File: src/rtl/fp_div_pkg.sv
// Shared types and constants for the single-precision divide core.
package fp_div_pkg;

  localparam int QBITS = 26;
  localparam int CNT_W = $clog2(QBITS);
  localparam logic signed [9:0] BIAS    = 10'sd127;
  localparam logic signed [9:0] EXP_MAX = 10'sd255;
  localparam logic [31:0]       QNAN    = 32'hFFC0_0000;

  typedef enum logic [1:0] {
    IDLE = 2'd0,
    DIV  = 2'd1,
    NORM = 2'd2,
    PACK = 2'd3
  } state_t;

  typedef enum logic [1:0] {
    EXC_DIVZ = 2'b00,
    EXC_OVF  = 2'b01,
    EXC_UNF  = 2'b10,
    EXC_INV  = 2'b11
  } exc_t;

  // Subnormal encodings are flushed rather than divided.
  function automatic logic is_denormal(input logic [31:0] x);
    return (x[30:23] == 8'd0) && (x[22:0] != 23'd0);
  endfunction

endpackage

File: src/rtl/fp_div_if.sv
// Request/result bundle between the special-operand checker side and the divide core.
// Handshake: start is a request sampled only when the core is idle and not in its
// done cycle; done is a one-cycle pulse that qualifies quotient/exception/exc_flag.
interface fp_div_if;
  logic        start;
  logic [31:0] a;
  logic [31:0] b;
  logic        chk_valid;
  logic [31:0] chk_result;
  logic [1:0]  chk_exception;
  logic        busy;
  logic        done;
  logic [31:0] quotient;
  logic [1:0]  exception;
  logic        exc_flag;

  modport master (
    output start, a, b, chk_valid, chk_result, chk_exception,
    input  busy, done, quotient, exception, exc_flag
  );

  modport slave (
    input  start, a, b, chk_valid, chk_result, chk_exception,
    output busy, done, quotient, exception, exc_flag
  );
endinterface

File: src/rtl/fp_round_pack.sv
// Round-to-nearest-even, exponent range check and IEEE-754 packing of a normalized quotient.
module fp_round_pack
  import fp_div_pkg::*;
(
  input  logic              sign,
  input  logic signed [9:0] e,
  input  logic [23:0]       mant,
  input  logic              g,
  input  logic              s,
  output logic [31:0]       word,
  output logic [1:0]        exception,
  output logic              exc_flag
);

  logic              round_up;
  logic [24:0]       mant_sum;
  logic [23:0]       mant_r;
  logic signed [9:0] e_r;

  always_comb begin
    round_up = g & (s | mant[0]);
    mant_sum = {1'b0, mant} + {24'd0, round_up};
    mant_r   = mant_sum[23:0];
    e_r      = e;
    // Rounding 1.111..1 up carries into the next binade.
    if (mant_sum[24]) begin
      mant_r = 24'h80_0000;
      e_r    = e + 10'sd1;
    end

    word      = {sign, e_r[7:0], mant_r[22:0]};
    exception = EXC_DIVZ;
    exc_flag  = 1'b0;
    if (e_r >= EXP_MAX) begin
      word      = {sign, 8'hFF, 23'd0};
      exception = EXC_OVF;
      exc_flag  = 1'b1;
    end else if (e_r <= 10'sd0) begin
      word      = {sign, 31'd0};
      exception = EXC_UNF;
      exc_flag  = 1'b1;
    end
  end

endmodule

File: src/rtl/fp_div_core.sv
// Sequential single-precision divider: restoring mantissa division, normalize,
// round-to-nearest-even and pack; special operands bypass with the checker's verdict.
module fp_div_core
  import fp_div_pkg::*;
(
  input  logic      clk,
  input  logic      reset,
  fp_div_if.slave   bus,
  output state_t    dbg_state
);

  state_t state, state_next;

  logic              sign_q;
  logic [23:0]       mb_q;
  logic [24:0]       rem_q;
  logic [QBITS-1:0]  q_q;
  logic signed [9:0] e_q;
  logic [CNT_W-1:0]  cnt_q;
  logic [23:0]       mant_q;
  logic              g_q;
  logic              s_q;

  logic              done_q;
  logic [31:0]       quotient_q;
  logic [1:0]        exception_q;
  logic              exc_flag_q;

  logic              accept;
  logic              den_a;
  logic              den_b;
  logic              go_div;
  logic              q_bit;
  logic [24:0]       rem_sub;
  logic [24:0]       rem_step;

  logic [31:0]       pk_word;
  logic [1:0]        pk_exc;
  logic              pk_flag;

  // The done cycle is spent in IDLE, so it must be excluded explicitly.
  assign accept = (state == IDLE) && bus.start && !done_q;
  assign den_a  = is_denormal(bus.a);
  assign den_b  = is_denormal(bus.b);
  assign go_div = accept && bus.chk_valid && !den_a && !den_b;

  always_ff @(posedge clk) begin
    if (reset) state <= IDLE;
    else       state <= state_next;
  end

  always_comb begin
    state_next = state;
    unique case (state)
      IDLE:    if (go_div) state_next = DIV;
      DIV:     if (cnt_q == '0) state_next = NORM;
      NORM:    state_next = PACK;
      PACK:    state_next = IDLE;
      default: state_next = IDLE;
    endcase
  end

  always_comb begin
    q_bit    = (rem_q >= {1'b0, mb_q});
    rem_sub  = q_bit ? (rem_q - {1'b0, mb_q}) : rem_q;
    // rem_sub < mb_q < 2^24, so the shift never loses a bit.
    rem_step = {rem_sub[23:0], 1'b0};
  end

  fp_round_pack u_round_pack (
    .sign      (sign_q),
    .e         (e_q),
    .mant      (mant_q),
    .g         (g_q),
    .s         (s_q),
    .word      (pk_word),
    .exception (pk_exc),
    .exc_flag  (pk_flag)
  );

  always_ff @(posedge clk) begin
    if (reset) begin
      sign_q      <= 1'b0;
      mb_q        <= '0;
      rem_q       <= '0;
      q_q         <= '0;
      e_q         <= '0;
      cnt_q       <= '0;
      mant_q      <= '0;
      g_q         <= 1'b0;
      s_q         <= 1'b0;
      done_q      <= 1'b0;
      quotient_q  <= '0;
      exception_q <= EXC_DIVZ;
      exc_flag_q  <= 1'b0;
    end else begin
      done_q <= 1'b0;
      unique case (state)
        IDLE: begin
          if (accept) begin
            if (!bus.chk_valid) begin
              done_q      <= 1'b1;
              quotient_q  <= bus.chk_result;
              exception_q <= bus.chk_exception;
              exc_flag_q  <= 1'b1;
            end else if (den_b) begin
              done_q      <= 1'b1;
              quotient_q  <= QNAN;
              exception_q <= EXC_DIVZ;
              exc_flag_q  <= 1'b1;
            end else if (den_a) begin
              done_q      <= 1'b1;
              quotient_q  <= {bus.a[31] ^ bus.b[31], 31'd0};
              exception_q <= EXC_DIVZ;
              exc_flag_q  <= 1'b0;
            end else begin
              sign_q <= bus.a[31] ^ bus.b[31];
              mb_q   <= {1'b1, bus.b[22:0]};
              rem_q  <= {2'b01, bus.a[22:0]};
              q_q    <= '0;
              e_q    <= $signed({2'b00, bus.a[30:23]}) - $signed({2'b00, bus.b[30:23]}) + BIAS;
              cnt_q  <= CNT_W'(QBITS - 1);
            end
          end
        end
        DIV: begin
          q_q   <= {q_q[QBITS-2:0], q_bit};
          rem_q <= rem_step;
          cnt_q <= cnt_q - CNT_W'(1);
        end
        NORM: begin
          if (q_q[QBITS-1]) begin
            mant_q <= q_q[QBITS-1:2];
            g_q    <= q_q[1];
            s_q    <= q_q[0] | (rem_q != '0);
          end else begin
            mant_q <= q_q[QBITS-2:1];
            g_q    <= q_q[0];
            s_q    <= (rem_q != '0);
            e_q    <= e_q - 10'sd1;
          end
        end
        PACK: begin
          done_q      <= 1'b1;
          quotient_q  <= pk_word;
          exception_q <= pk_exc;
          exc_flag_q  <= pk_flag;
        end
        default: ;
      endcase
    end
  end

  assign bus.busy      = (state != IDLE) || done_q;
  assign bus.done      = done_q;
  assign bus.quotient  = quotient_q;
  assign bus.exception = exception_q;
  assign bus.exc_flag  = exc_flag_q;
  assign dbg_state     = state;

endmodule

File: src/flat_wrapper.sv
// flat-port wrapper written by rule: the top's interface ports become plain ports
module fp_div_core_flat import fp_div_pkg::*;
  (clk, reset, dbg_state, bus_start, bus_a, bus_b, bus_chk_valid, bus_chk_result, bus_chk_exception, bus_busy, bus_done, bus_quotient, bus_exception, bus_exc_flag);
  fp_div_if bus_i ();
  input  logic clk;
  input  logic reset;
  output state_t dbg_state;
  input wire logic [$bits(bus_i.start)-1:0] bus_start;
  input wire logic [$bits(bus_i.a)-1:0] bus_a;
  input wire logic [$bits(bus_i.b)-1:0] bus_b;
  input wire logic [$bits(bus_i.chk_valid)-1:0] bus_chk_valid;
  input wire logic [$bits(bus_i.chk_result)-1:0] bus_chk_result;
  input wire logic [$bits(bus_i.chk_exception)-1:0] bus_chk_exception;
  output wire logic [$bits(bus_i.busy)-1:0] bus_busy;
  output wire logic [$bits(bus_i.done)-1:0] bus_done;
  output wire logic [$bits(bus_i.quotient)-1:0] bus_quotient;
  output wire logic [$bits(bus_i.exception)-1:0] bus_exception;
  output wire logic [$bits(bus_i.exc_flag)-1:0] bus_exc_flag;
  assign bus_i.start = bus_start;
  assign bus_i.a = bus_a;
  assign bus_i.b = bus_b;
  assign bus_i.chk_valid = bus_chk_valid;
  assign bus_i.chk_result = bus_chk_result;
  assign bus_i.chk_exception = bus_chk_exception;
  assign bus_busy = bus_i.busy;
  assign bus_done = bus_i.done;
  assign bus_quotient = bus_i.quotient;
  assign bus_exception = bus_i.exception;
  assign bus_exc_flag = bus_i.exc_flag;
  fp_div_core u_core (.clk(clk), .reset(reset), .bus(bus_i), .dbg_state(dbg_state));
endmodule
File: config.mk
export PLATFORM = sky130hd
export DESIGN_NAME = fp_div_core_flat
export DESIGN_NICKNAME = d
export VERILOG_FILES = /design/src/rtl/fp_div_pkg.sv /design/src/rtl/fp_div_if.sv /design/src/rtl/fp_round_pack.sv /design/src/rtl/fp_div_core.sv /design/src/flat_wrapper.sv
export SDC_FILE = /design/constraint.sdc
export NUM_CORES = 1
export LEC_CHECK = 0
export BUFFER_PORTS_ARGS = -buffer_cell sky130_fd_sc_hd__buf_4
export CAP_MARGIN = 40
export CORE_AREA = 2 2 137 139
export CTS_CLUSTER_DIAMETER = 100
export DETAILED_ROUTE_END_ITERATION = 8
export DIE_AREA = 0 0 139 141
export GPL_TIMING_DRIVEN = 0
export HOLD_SLACK_MARGIN = 0.02
export PLACE_DENSITY = 0.76
export SYNTH_ARGS = -nofsm -noshare
export SYNTH_HDL_FRONTEND = slang
export SYNTH_SLANG_ARGS = --single-unit
File: constraint.sdc
create_clock -name clk -period 4 [get_ports clk]
set_input_delay 0.4 -clock clk [delete_from_list [all_inputs] [get_ports clk]]
set_output_delay 0.4 -clock clk [all_outputs]
set_load 0.05 [all_outputs]
## Word-level counts from Yosys, hierarchy flattened

Index checks and enable logic that the tools add are counted.

| operators by class | value |
|---|---|
| mux-type cells | 56 |
| $lt $le $gt $ge | 3 |
| multiply operators | 0 |
| add/sub/neg operators | 7 |
| bitwise gates (word level) | 6 |
| reductions and logical operators | 27 |
| div/mod/pow operators | 0 |
| shift operators | 0 |
| equality and inequality tests | 11 |

Operator list:

| operator | count |
|---|---|
| $mux 32 | 4 |
| $mux 26 | 4 |
| $mux 25 | 4 |
| $pmux 32 s2 | 1 |
| $mux 31 | 2 |
| $mux 10 | 6 |
| $pmux 26 s2 | 1 |
| $pmux 25 s2 | 1 |
| $mux 24 | 2 |
| $reduce_bool 23->1 | 2 |
| $add 24x1->25 | 1 |
| $ge 25x24->1 | 1 |
| $reduce_bool 25->1 | 1 |
| $sub 24x24->24 | 1 |
| $mux 23 | 1 |
| $mux 5 | 4 |
| $pmux 10 s2 | 1 |
| $logic_not 8->1 | 2 |
| $mux 2 | 8 |
| $mux 1 | 12 |
| $add 10x2->10 const B | 1 |
| $add 10x8->10 const B | 1 |
| $ge 10x9->1 const B | 1 |
| $le 10x1->1 const B | 1 |
| other kinds (26) | 47 |

| word-level totals | value |
|---|---|
| bits in latches | 0 |
| output and inout bits | 39 |
| memory bits (writable) | 0 |
| word-level logic and storage cells | 124 |
| memories kept | 0 |
| ROM bits | 0 |
| bits of input ports | 102 |
| flip-flop bits (word level) | 155 |

## Depth between registers and ports, before layout

Gate-level depths: netlist of run 1.

| logic depth | value |
|---|---|
| depth after elaboration | 8 |
| gate-level depth with buffers | 13 |
| gate-level depth less buffers | 12 |

## Cells and area by module

Synthesis of run 1 repeated with hierarchy kept, for this count alone.

| unflattened totals | value |
|---|---|
| cells, all modules | 1234 |
| area, all modules | 10090.9 um^2 |

Modules (own cells, without submodules):

| module | times used | cells an instance | seq. area each (um^2) | area each (um^2) |
|---|---|---|---|---|
| fp_div_core | 1 | 1027 | 3103.0 | 8719.6 |
| fp_round_pack | 1 | 207 | 0.0 | 1371.3 |

## Worst setup path after synthesis of run 1

No wires, ideal clock.

| timing | value |
|---|---|
| path type | input to register |
| start | input bus_a[23] |
| end | register u_core.e_q[9] |
| path slack | 1043 ps |
| data arrival time | 2897 ps |
| path buffers | 0 |
| setup time | 59 ps |
| data required time | 3941 ps |
| cell stages on the path | 12 |
| cells stage by stage | inv_1 > ha_1 > inv_1 > fa_1 > a21o_1 > a21oi_1 > o21bai_1 > a21oi_1 > xnor2_1 > or4b_1 > a2111oi_0 > o31a_1 |

| between the ends | value |
|---|---|
| cells in the longest elaborated chain, start to end | 7 |
| elaborated cells on any way between the ends | 11 |
| classes of those cells | add/sub (2); eq/ne (1); mux (5); reduce/logical (3) |

Ends and longest elaborated chain:

| item | line | RTL |
|---|---|---|
| start: declaration | flat_wrapper.sv:9 | `input wire logic [$bits(bus_i.a)-1:0] bus_a;` |
| $sub 8x8->9 | fp_div_core.sv:121 | `e_q <= $signed({2'b00, bus.a[30:23]}) - $signed({2'b00, bus.b[30:23]}) + BIAS;` |
| $add 10x8->10 | fp_div_core.sv:121 |  |
| $mux 10 | fp_div_core.sv:111 | `end else if (den_a) begin` |
| $mux 10 | fp_div_core.sv:106 | `end else if (den_b) begin` |
| $mux 10 | fp_div_core.sv:101 | `if (!bus.chk_valid) begin` |
| $mux 10 | fp_div_core.sv:100 | `if (accept) begin` |
| $pmux 10 s2 | fp_div_core.sv:98 | `unique case (state)` |
| end signal: assignment | fp_div_core.sv:121 |  |
| end signal: assignment | fp_div_core.sv:140 | `e_q <= e_q - 10'sd1;` |
| end: declaration | fp_div_core.sv:18 | `logic signed [9:0] e_q;` |

Several ways; a longest one is shown, not always the timed one. The select of a mux whose other input is x is not followed.
A chain may end at the register's enable or synchronous reset.

## Worst setup path in the final report of run 1

| timing | value |
|---|---|
| start | register u_core.rem_q[0] |
| end | register u_core.rem_q[23] |

| between the ends | value |
|---|---|
| cells in the longest elaborated chain, start to end | 3 |
| elaborated cells on any way between the ends | 4 |
| classes of those cells | add/sub (1); order compare (1); mux (2) |

Ends and longest elaborated chain:

| item | line | RTL |
|---|---|---|
| start: declaration | fp_div_core.sv:16 | `logic [24:0] rem_q;` |
| start signal: assignment | fp_div_core.sv:119 | `rem_q <= {2'b01, bus.a[22:0]};` |
| start signal: assignment | fp_div_core.sv:128 | `rem_q <= rem_step;` |
| $sub 24x24->24 / $ge 25x24->1 (equally long branches) | fp_div_core.sv:65, fp_div_core.sv:64 |  |
| $mux 24 * | fp_div_core.sv:65 | `rem_sub = q_bit ? (rem_q - {1'b0, mb_q}) : rem_q;` |
| $pmux 25 s2 * | fp_div_core.sv:98 |  |

Every way passes the cells marked *; elsewhere a longest branch is shown, timed or not.

==> results of run 1 <==
==> worst paths after layout <==
path / to / from / slack, ns / depth (start not counted)
setup / recovery: u_core.rem_q[23]$_SDFFE_PP0P_ / u_core.rem_q[0]$_SDFFE_PP0P_ / 0.50 / 11
hold / removal: u_core.mb_q[15]$_SDFFE_PP0P_ / bus_b[15] / 0.21 / 3
setup reg to reg: u_core.rem_q[23]$_SDFFE_PP0P_ / u_core.rem_q[0]$_SDFFE_PP0P_ / 0.50 / 11
hold reg to reg: u_core.bus.exception[1]$_SDFFE_PP0P_ / u_core.bus.exception[1]$_SDFFE_PP0P_ / 0.46 / 2
==> synth_stat cells (5+ instances only) <==
cell and instances:
o31a_1 5, nor2_1 122, buf_1 7, o21ai_0 29
nor2b_1 12, a211oi_1 35, a2111oi_0 5, or2_2 9
o211ai_1 7, mux2i_1 65, a21o_1 8, xor2_1 29
a31oi_1 10, buf_2 11, ha_1 43, clkbuf_1 60
nor4_1 23, inv_1 58, nand3_1 56, nand4_1 17
nand2b_1 8, a21oi_1 101, and2_1 8, and3_1 31
nand2_1 79, or3_1 8, o221ai_1 23, xnor2_1 29
or4_1 8, o22ai_1 27, dfxtp_1 155, a22oi_1 9
nor3_1 23, o211a_1 5
==> routing by layer <==
layer	part of all wire (%)	GRT usage (%)	vias to the layer above
li1	-	-	4786
met1	41	36.7	4525
met2	48	51.8	406
met3	7.1	5.64	77
met4	3.6	12.1	0
met5	0	0	-
==> critical path: stages, from the launching register on <==
cell,delay [ns]
dfxtp_1,0.37
inv_1,0.07
ha_1,0.23
fa_1,0.39
nand2b_1,0.18
a2111oi_0,0.72
a21oi_1,0.11
a211o_1,0.39
o221ai_1,0.29
mux2i_1,0.23
nor4_1,0.06
a2111oi_0,0.34
==> registers in the layout, indices dropped and copies added, names as in the netlist <==
name / count
u_core.bus.quotient: 32
u_core.q_q: 26
u_core.rem_q: 25
u_core.mant_q: 24
u_core.mb_q: 24
u_core.e_q: 10
u_core.cnt_q: 5
u_core.bus.exception: 2
u_core.dbg_state: 2
u_core.bus.done: 1
u_core.bus.exc_flag: 1
u_core.g_q: 1
u_core.s_q: 1
u_core.sign_q: 1
==> area by class of cell <==
type	count	area [sq um]
Sequential cell	155	3100
Fill cell	1678	6580
Multi-Input combinational cell	914	6080
Buffer	85	372
Tap cell	234	293
Clock inverter	15	131
Inverter	58	218
Clock buffer	17	425
Timing Repair Buffer	142	1070
==> per-stage QoR <==
step	power (mW)	setup WS, ns	hold WS, ns	area, sq um
2_1_floorplan	5.79	1.04	0.435	9770
3_3_place_gp	6.96	0.221	0.443	11100
3_5_place_dp	7.03	0.489	0.451	11100
4_1_cts	8.60	0.483	0.203	11700
5_1_grt	9.21	0.155	0.205	11700
6_report	8.66	0.504	0.209	11700
==> kinds of logic after synthesis <==
group,Yosys count,share of synthesized area [%]
multiplexers,67,6.89
adder cells (fa/ha/maj),45,5.92
buffers and inverters,143,6.03
flip-flops,155,31.8
XOR/XNOR,58,5.20
AO/OA/AOI/OAI,320,22.5
AND/OR/NAND/NOR,424,21.7
==> where the power goes <==
| part | internal (mW) | switching (mW) | leakage [nW] |
|---|---|---|---|
| clock | 0.819 | 0.730 | 0.281 |
| sequential | 1.87 | 0.317 | 1.26 |
| combinational | 1.93 | 3.00 | 3.09 |
==> impl_metrics.yaml, run 1 <==
status:
  outcome: "finished, final reports clean"
timing:
  finalSetupTns_ns: 0
  final.setup_skew_ns: 0.0115
  slew_violations: 0
  relSlewSlack_pct: 45.0
  fmax_mhz: 286
  setup_viol: 0
  tightest_slew_ns: 0.804
  hold_viol_final: 0
  rsz0062_at_grt: "false"
  period_share_pct: 87.4
  fin_crit_ns: 3.50
floorplan:
  fp.dieW_microns: 139
  placementRows: 50
  dieArea_sq_um: 19600
  core_sq_um: 18300
  start_util_pct: 53.5
  io_pins: 141
  die_h_microns: 141
cts:
  htree_levels: 4
  ctsResizeCount: 0
  post_cts_buffers: 0
  clkTransAtPathRegs_ns: 0.07
  cts_buffer_depth: 2
  clock_latency_ns: 0.44
  hold_buffers: 0
  cts_tree: "done"
  root_buffer: "clkbuf_16"
  cts_made_buffers: 17
  clock_sinks: 155
synthesis:
  syn_inst: 1212
  synth_edf_count: 0
  synth_cell_types: 84
  synthTopCellsByArea: "dfxtp_1 32%, mux2i_1 6.7%, ha_1 5.5%"
  ys.flop_type: "dfxtp_1"
  syn_nets: 1359
  yosys_warnings: 0
  synth-async-reset-ratio_pct: 0
  ys_seq_elements: 155
  yosysTopAreaCellShare_pct: 31.8
  syn_area_sq_um: 9770
  ys_seq_area_share_pct: 31.8
  synth_top_cell_by_area: "dfxtp_1"
  synth.avg_cell_area_sq_um: 8.06
cells_and_area:
  final_common_cell: "dfxtp_1"
  antennaDiodeCount: 0
  mostFrequentLayoutCells: "155 x dfxtp_1, 143 x buf_4, 122 x nor2_1"
  drive_gt1_share_pct: 15.9
  finalNonFillerCells: 1620
  final_util_pct: 64.0
  nets: 1520
  area_delta_synth_final_pct: 19.6
placed_design:
  place_congestion: 0.937
  numPortBuffers: 140
  dp.cells: 1588
  hpwl_microns: 22800
drt:
  dr_total_vias: 9794
  drt-initial-drc-count: 589
  antenna_left: 0
  totalWireLength_microns: 29600
  drt-vias-per-instance: 6.05
  drc: 0
  drt_pass1_iterations: 6
  drt-wirelength-per-cell_microns: 18.3
setup_path:
  cp-end-kind: "flop"
  setup.worst_path.start_class: "flop"
  arrival_ns: 3.81
  crit_fanout: 5
  critPathKind: "reg2reg"
  crit_required_ns: 4.31
power:
  power.leakage_nw: 4.63
  p_per_area_nw_per_um2: 741
  ir_worst_vdd_uv: 449
grt:
  grt_max_degree: 17
  grt-ovfl-total: 0
  grt_use_total_pct: 29.9
  antenna_found_initial: 0
  grt_pass1_wl_microns: 47400
  grt_pass1_vias: 9296
worst_hold_path:
  hold_class: "in2reg"
run:
  cap_violations: 0
Note: power is estimated with default switching activity, not from simulation.
==> inputs of run 2 (changes only) <==
- CORE_AREA: 2 2 137 139 -> 10 10 168 170
- CTS_BUF_LIST: default -> sky130_fd_sc_hd__clkbuf_4 sky130_fd_sc_hd__clkbuf_8 sky130_fd_sc_hd__clkbuf_16
- DIE_AREA: 0 0 139 141 -> 0 0 178 180
- PLACE_DENSITY: 0.76 -> default
==> impl_metrics.yaml, run 2 (synthesis results as in run 1) <==
cts:
  clkTransAtPathRegs_ns: 0.07
  post_cts_buffers: 0
  cts_tree: "done"
  cts_buffer_depth: 2
  cts_made_buffers: 17
  root_buffer: "clkbuf_16"
  htree_levels: 4
  clock_latency_ns: 0.45
  hold_buffers: 0
  ctsResizeCount: 0
  clock_sinks: 155
drt:
  drt_pass1_iterations: 5
  drt-initial-drc-count: 758
  drt-vias-per-instance: 5.54
  dr_total_vias: 9509
  drt-wirelength-per-cell_microns: 18.4
  antenna_left: 0
  totalWireLength_microns: 31600
  drc: 0
cells_and_area:
  multi_input_area_sq_um: 6080
  nets: 1519
  final_common_cell: "dfxtp_1"
  seq_area_sq_um: 3100
  antennaDiodeCount: 0
  mostFrequentLayoutCells: "155 x dfxtp_1, 142 x buf_4, 122 x nor2_1"
  area_delta_synth_final_pct: 21.2
  fill_cells: 2515
  finalNonFillerCells: 1715
  drive_gt1_share_pct: 15.8
  largest_register_ffs: 32
power:
  p_total_mw: 8.74
  p_per_area_nw_per_um2: 738
  ir_worst_vdd_uv: 367
  power.leakage_nw: 4.64
floorplan:
  fp.dieW_microns: 178
  die_h_microns: 180
  start_util_pct: 39.2
  placementRows: 58
  io_pins: 141
  core_sq_um: 24900
  dieArea_sq_um: 32000
placed_design:
  numPortBuffers: 140
  hpwl_microns: 24700
  dp.cells: 1683
  place_congestion: 0.915
timing:
  fmax_mhz: 287
  finalSetupTns_ns: 0
  relSlewSlack_pct: 42.7
  final.setup_skew_ns: 0.0130
  slew_violations: 0
  period_share_pct: 87.0
  tightest_slew_ns: 0.859
  rsz0062_at_grt: "false"
  fin_crit_ns: 3.48
  hold_viol_final: 0
  setup_viol: 0
setup_path:
  crit_fanout: 5
  setup.worst_path.start_class: "flop"
  arrival_ns: 3.81
  cp-end-kind: "flop"
  crit_required_ns: 4.32
  critPathKind: "reg2reg"
worst_hold_path:
  hold_class: "in2reg"
grt:
  grt_max_degree: 19
  grt-ovfl-total: 0
  antenna_found_initial: 1
  grt_pass1_vias: 9219
  grt_pass1_wl_microns: 49700
  grt_use_total_pct: 19.1
status:
  outcome: "finished, final reports clean"
run:
  cap_violations: 0
==> run 2: changes by cell type in the layout (fill, tap and decap cells not counted) <==
cell | previous run | this run
buf_4 | 143 | 142
buf_6 | 4 | 5
clkdlybuf4s15_2 | 1 | 0
clkinv_2 | 4 | 0
clkinv_4 | 1 | 2
clkinv_8 | 1 | 3
clkinvlp_4 | 0 | 1
inv_6 | 6 | 3
inv_8 | 3 | 6
==> run 2: metrics by stage <==
stage / hold WS (ns) / cell area (sq um) / setup slack, ns / utilization (%)
final: 0.191 / 11800 / 0.519 / 47.6
after global routing: 0.201 / 11800 / 0.310 / 47.6
after CTS: 0.188 / 11800 / 0.562 / 47.6
after detailed placement: 0.460 / 11200 / 0.346 / 45.2
after global placement: 0.456 / 11200 / 0.334 / 45.1
after floorplan: 0.435 / 9770 / 1.04 / -
==> run 2: report_power, final <==
group	switching [mW]	internal, mW
registers	0.323	1.87
logic	2.98	1.92
clock network	0.798	0.842
total	4.10	4.63
==> run 2: worst max-delay path, cell delays in order (launching register included) <==
cell and delay [ns]:
dfxtp_1 0.37, inv_1 0.07, ha_1 0.22, fa_1 0.39, nand2b_1 0.18, a2111oi_0 0.63, a21oi_1 0.17, a211o_1 0.39
o221ai_1 0.32, mux2i_1 0.23, nor4_1 0.07, a2111oi_0 0.32
==> run 2: cell type report <==
cell class	instances	share of cell area [%]
repair buffers	141	8.97
flip-flops and latches	155	26.2
clock buffers	17	3.59
plain buffers	85	3.14
inverters	58	1.84
multi-input cells	914	51.3
clock inverters	15	1.42
well taps	330	3.49
==> run 2: worst paths after layout <==
| kind | slack [ns] | depth (start not counted) | to | startpoint |
|---|---|---|---|---|
| hold reg to reg | 0.48 | 2 | u_core.mb_q[23]$_SDFFE_PP0P_ | u_core.mb_q[23]$_SDFFE_PP0P_ |
| setup reg to reg | 0.52 | 11 | u_core.rem_q[23]$_SDFFE_PP0P_ | u_core.rem_q[0]$_SDFFE_PP0P_ |
| setup / recovery | 0.52 | 11 | u_core.rem_q[23]$_SDFFE_PP0P_ | u_core.rem_q[0]$_SDFFE_PP0P_ |
| hold / removal | 0.19 | 3 | u_core.mb_q[8]$_SDFFE_PP0P_ | bus_b[8] |
==> run 2: metal layers <==
metal  track usage, %  part of all wire [%]  up-vias
met5                0                     0        -
met4             5.84                   2.1        0
met3             4.72                   7.2       37
met2             30.0                    45      300
met1             25.2                    46     4404
li1                 -                     -     4768
==> inputs of run 3 (changes only) <==
- CORE_AREA: 10 10 168 170 -> 2 2 160 162
- DIE_AREA: 0 0 178 180 -> 0 0 162 164
- GPL_TIMING_DRIVEN: 0 -> default
==> impl_metrics.yaml, run 3 (synthesis results as in run 1) <==
status:
  outcome: "finished, final reports clean"
placed_design:
  place_congestion: 0.877
  hpwl_microns: 20500
  numPortBuffers: 140
grt:
  grt-ovfl-total: 0
  grt_pass1_wl_microns: 45700
  grt_max_degree: 77
  grt_use_total_pct: 21.2
  antenna_found_initial: 0
  grt_pass1_vias: 8820
floorplan:
  fp.dieW_microns: 162
  die_h_microns: 164
  start_util_pct: 39.4
  core_sq_um: 24800
  io_pins: 141
  placementRows: 58
  dieArea_sq_um: 26600
setup_path:
  crit_required_ns: 4.29
  arrival_ns: 3.65
  cp-end-kind: "flop"
  slowest_delay_ns: 0.49
  cp_top_family: "compound AO/OA/AOI/OAI gates"
  r2r_slack_ns: 0.63
  cpMostUsedCell: "ha_1"
  crit_fanout: 22
  path_buf_inv: 0
  worst_path_max_delay_cell: "a2111o_1"
  setup.worst_path.start_class: "flop"
  path_cells: "o21a_1, ha_1, ha_1, and4_1, nand4_1, a2111o_1, a22oi_1, nand3_1, nor3b_1, o2111ai_4, o22ai_1"
  critPathKind: "reg2reg"
drt:
  drt-wirelength-per-cell_microns: 17.1
  drc: 0
  antenna_left: 0
  totalWireLength_microns: 28100
  drt-initial-drc-count: 700
  drt_pass1_iterations: 7
  drt-vias-per-instance: 5.61
  dr_total_vias: 9224
power:
  power.leakage_nw: 4.55
  p_per_area_nw_per_um2: 745
  ir_worst_vdd_uv: 321
timing:
  final.setup_skew_ns: 0.0154
  period_share_pct: 84.1
  relSlewSlack_pct: 44.8
  hold_viol_final: 0
  hold_slack_ns: 0.194
  rsz0062_at_grt: "false"
  tightest_slew_ns: 0.828
  setup_viol: 0
  slew_violations: 0
  finalSetupTns_ns: 0
  fin_crit_ns: 3.37
  fmax_mhz: 297
cells_and_area:
  largest_register_ffs: 32
  drive_gt1_share_pct: 16.5
  final_common_cell: "dfxtp_1"
  mostFrequentLayoutCells: "155 x dfxtp_1, 154 x buf_4, 122 x nor2_1"
  antennaDiodeCount: 0
  nets: 1448
  area_delta_synth_final_pct: 18.8
worst_hold_path:
  hold_class: "in2reg"
cts:
  htree_levels: 4
  root_buffer: "clkbuf_16"
  clock_sinks: 155
  cts_tree: "done"
  clock_latency_ns: 0.44
  clkTransAtPathRegs_ns: 0.08
  ctsResizeCount: 0
  cts_made_buffers: 17
  hold_buffers: 0
  post_cts_buffers: 0
  cts_buffer_depth: 2
run:
  cap_violations: 0
[run 3: worst reg2reg max path, stage by stage (launching register included)]
cell,delay (ns)
dfxtp_1,0.36
o21a_1,0.13
ha_1,0.20
ha_1,0.22
and4_1,0.39
nand4_1,0.36
a2111o_1,0.49
a22oi_1,0.22
nand3_1,0.15
nor3b_1,0.19
o2111ai_4,0.33
o22ai_1,0.18
[run 3: worst paths after layout]
path | start | endpoint | cells past startpoint
setup / recovery | u_core.mant_q[0]$_SDFFE_PP0P_ | u_core.bus.quotient[21]$_SDFFE_PP0P_ | 11
hold / removal | bus_b[15] | u_core.mb_q[15]$_SDFFE_PP0P_ | 3
setup reg to reg | u_core.mant_q[0]$_SDFFE_PP0P_ | u_core.bus.quotient[21]$_SDFFE_PP0P_ | 11
hold reg to reg | u_core.bus.exception[1]$_SDFFE_PP0P_ | u_core.bus.exception[1]$_SDFFE_PP0P_ | 2
[run 3: stage by stage]
stage	util [%]	total power, mW	setup slack [ns]	instances	cell area, sq um
5_1_grt	46.8	9.25	0.312	1644	11600
4_1_cts	46.8	8.62	0.649	1644	11600
2_1_floorplan	-	5.79	1.04	1212	9770
3_5_place_dp	44.3	6.93	0.642	1612	11000
6_report	46.8	8.64	0.635	1644	11600
3_3_place_gp	44.2	6.90	0.662	1611	11000
[run 3: metal layers]
metal	global-route usage (%)	part of all wire, %	routed length (microns)
met4	5.83	2.0	554
met3	3.61	6.2	1730
met5	0	0	0
met1	29.3	47	13200
met2	34.1	45	12600
[run 3: cell type report]
cell class | instances | area, sq um
Inverter | 58 | 218
Sequential cell | 155 | 3100
Fill cell | 2566 | 13200
Timing Repair Buffer | 155 | 1170
Clock inverter | 15 | 188
Tap cell | 330 | 413
Clock buffer | 17 | 425
Multi-Input combinational cell | 914 | 6090
[run 3: power breakdown]
group | total, mW | internal [mW] | switching (mW) | leakage (nW)
logic | 4.74 | 1.86 | 2.88 | 3.00
registers | 2.24 | 1.87 | 0.365 | 1.26
clock network | 1.66 | 0.853 | 0.805 | 0.295
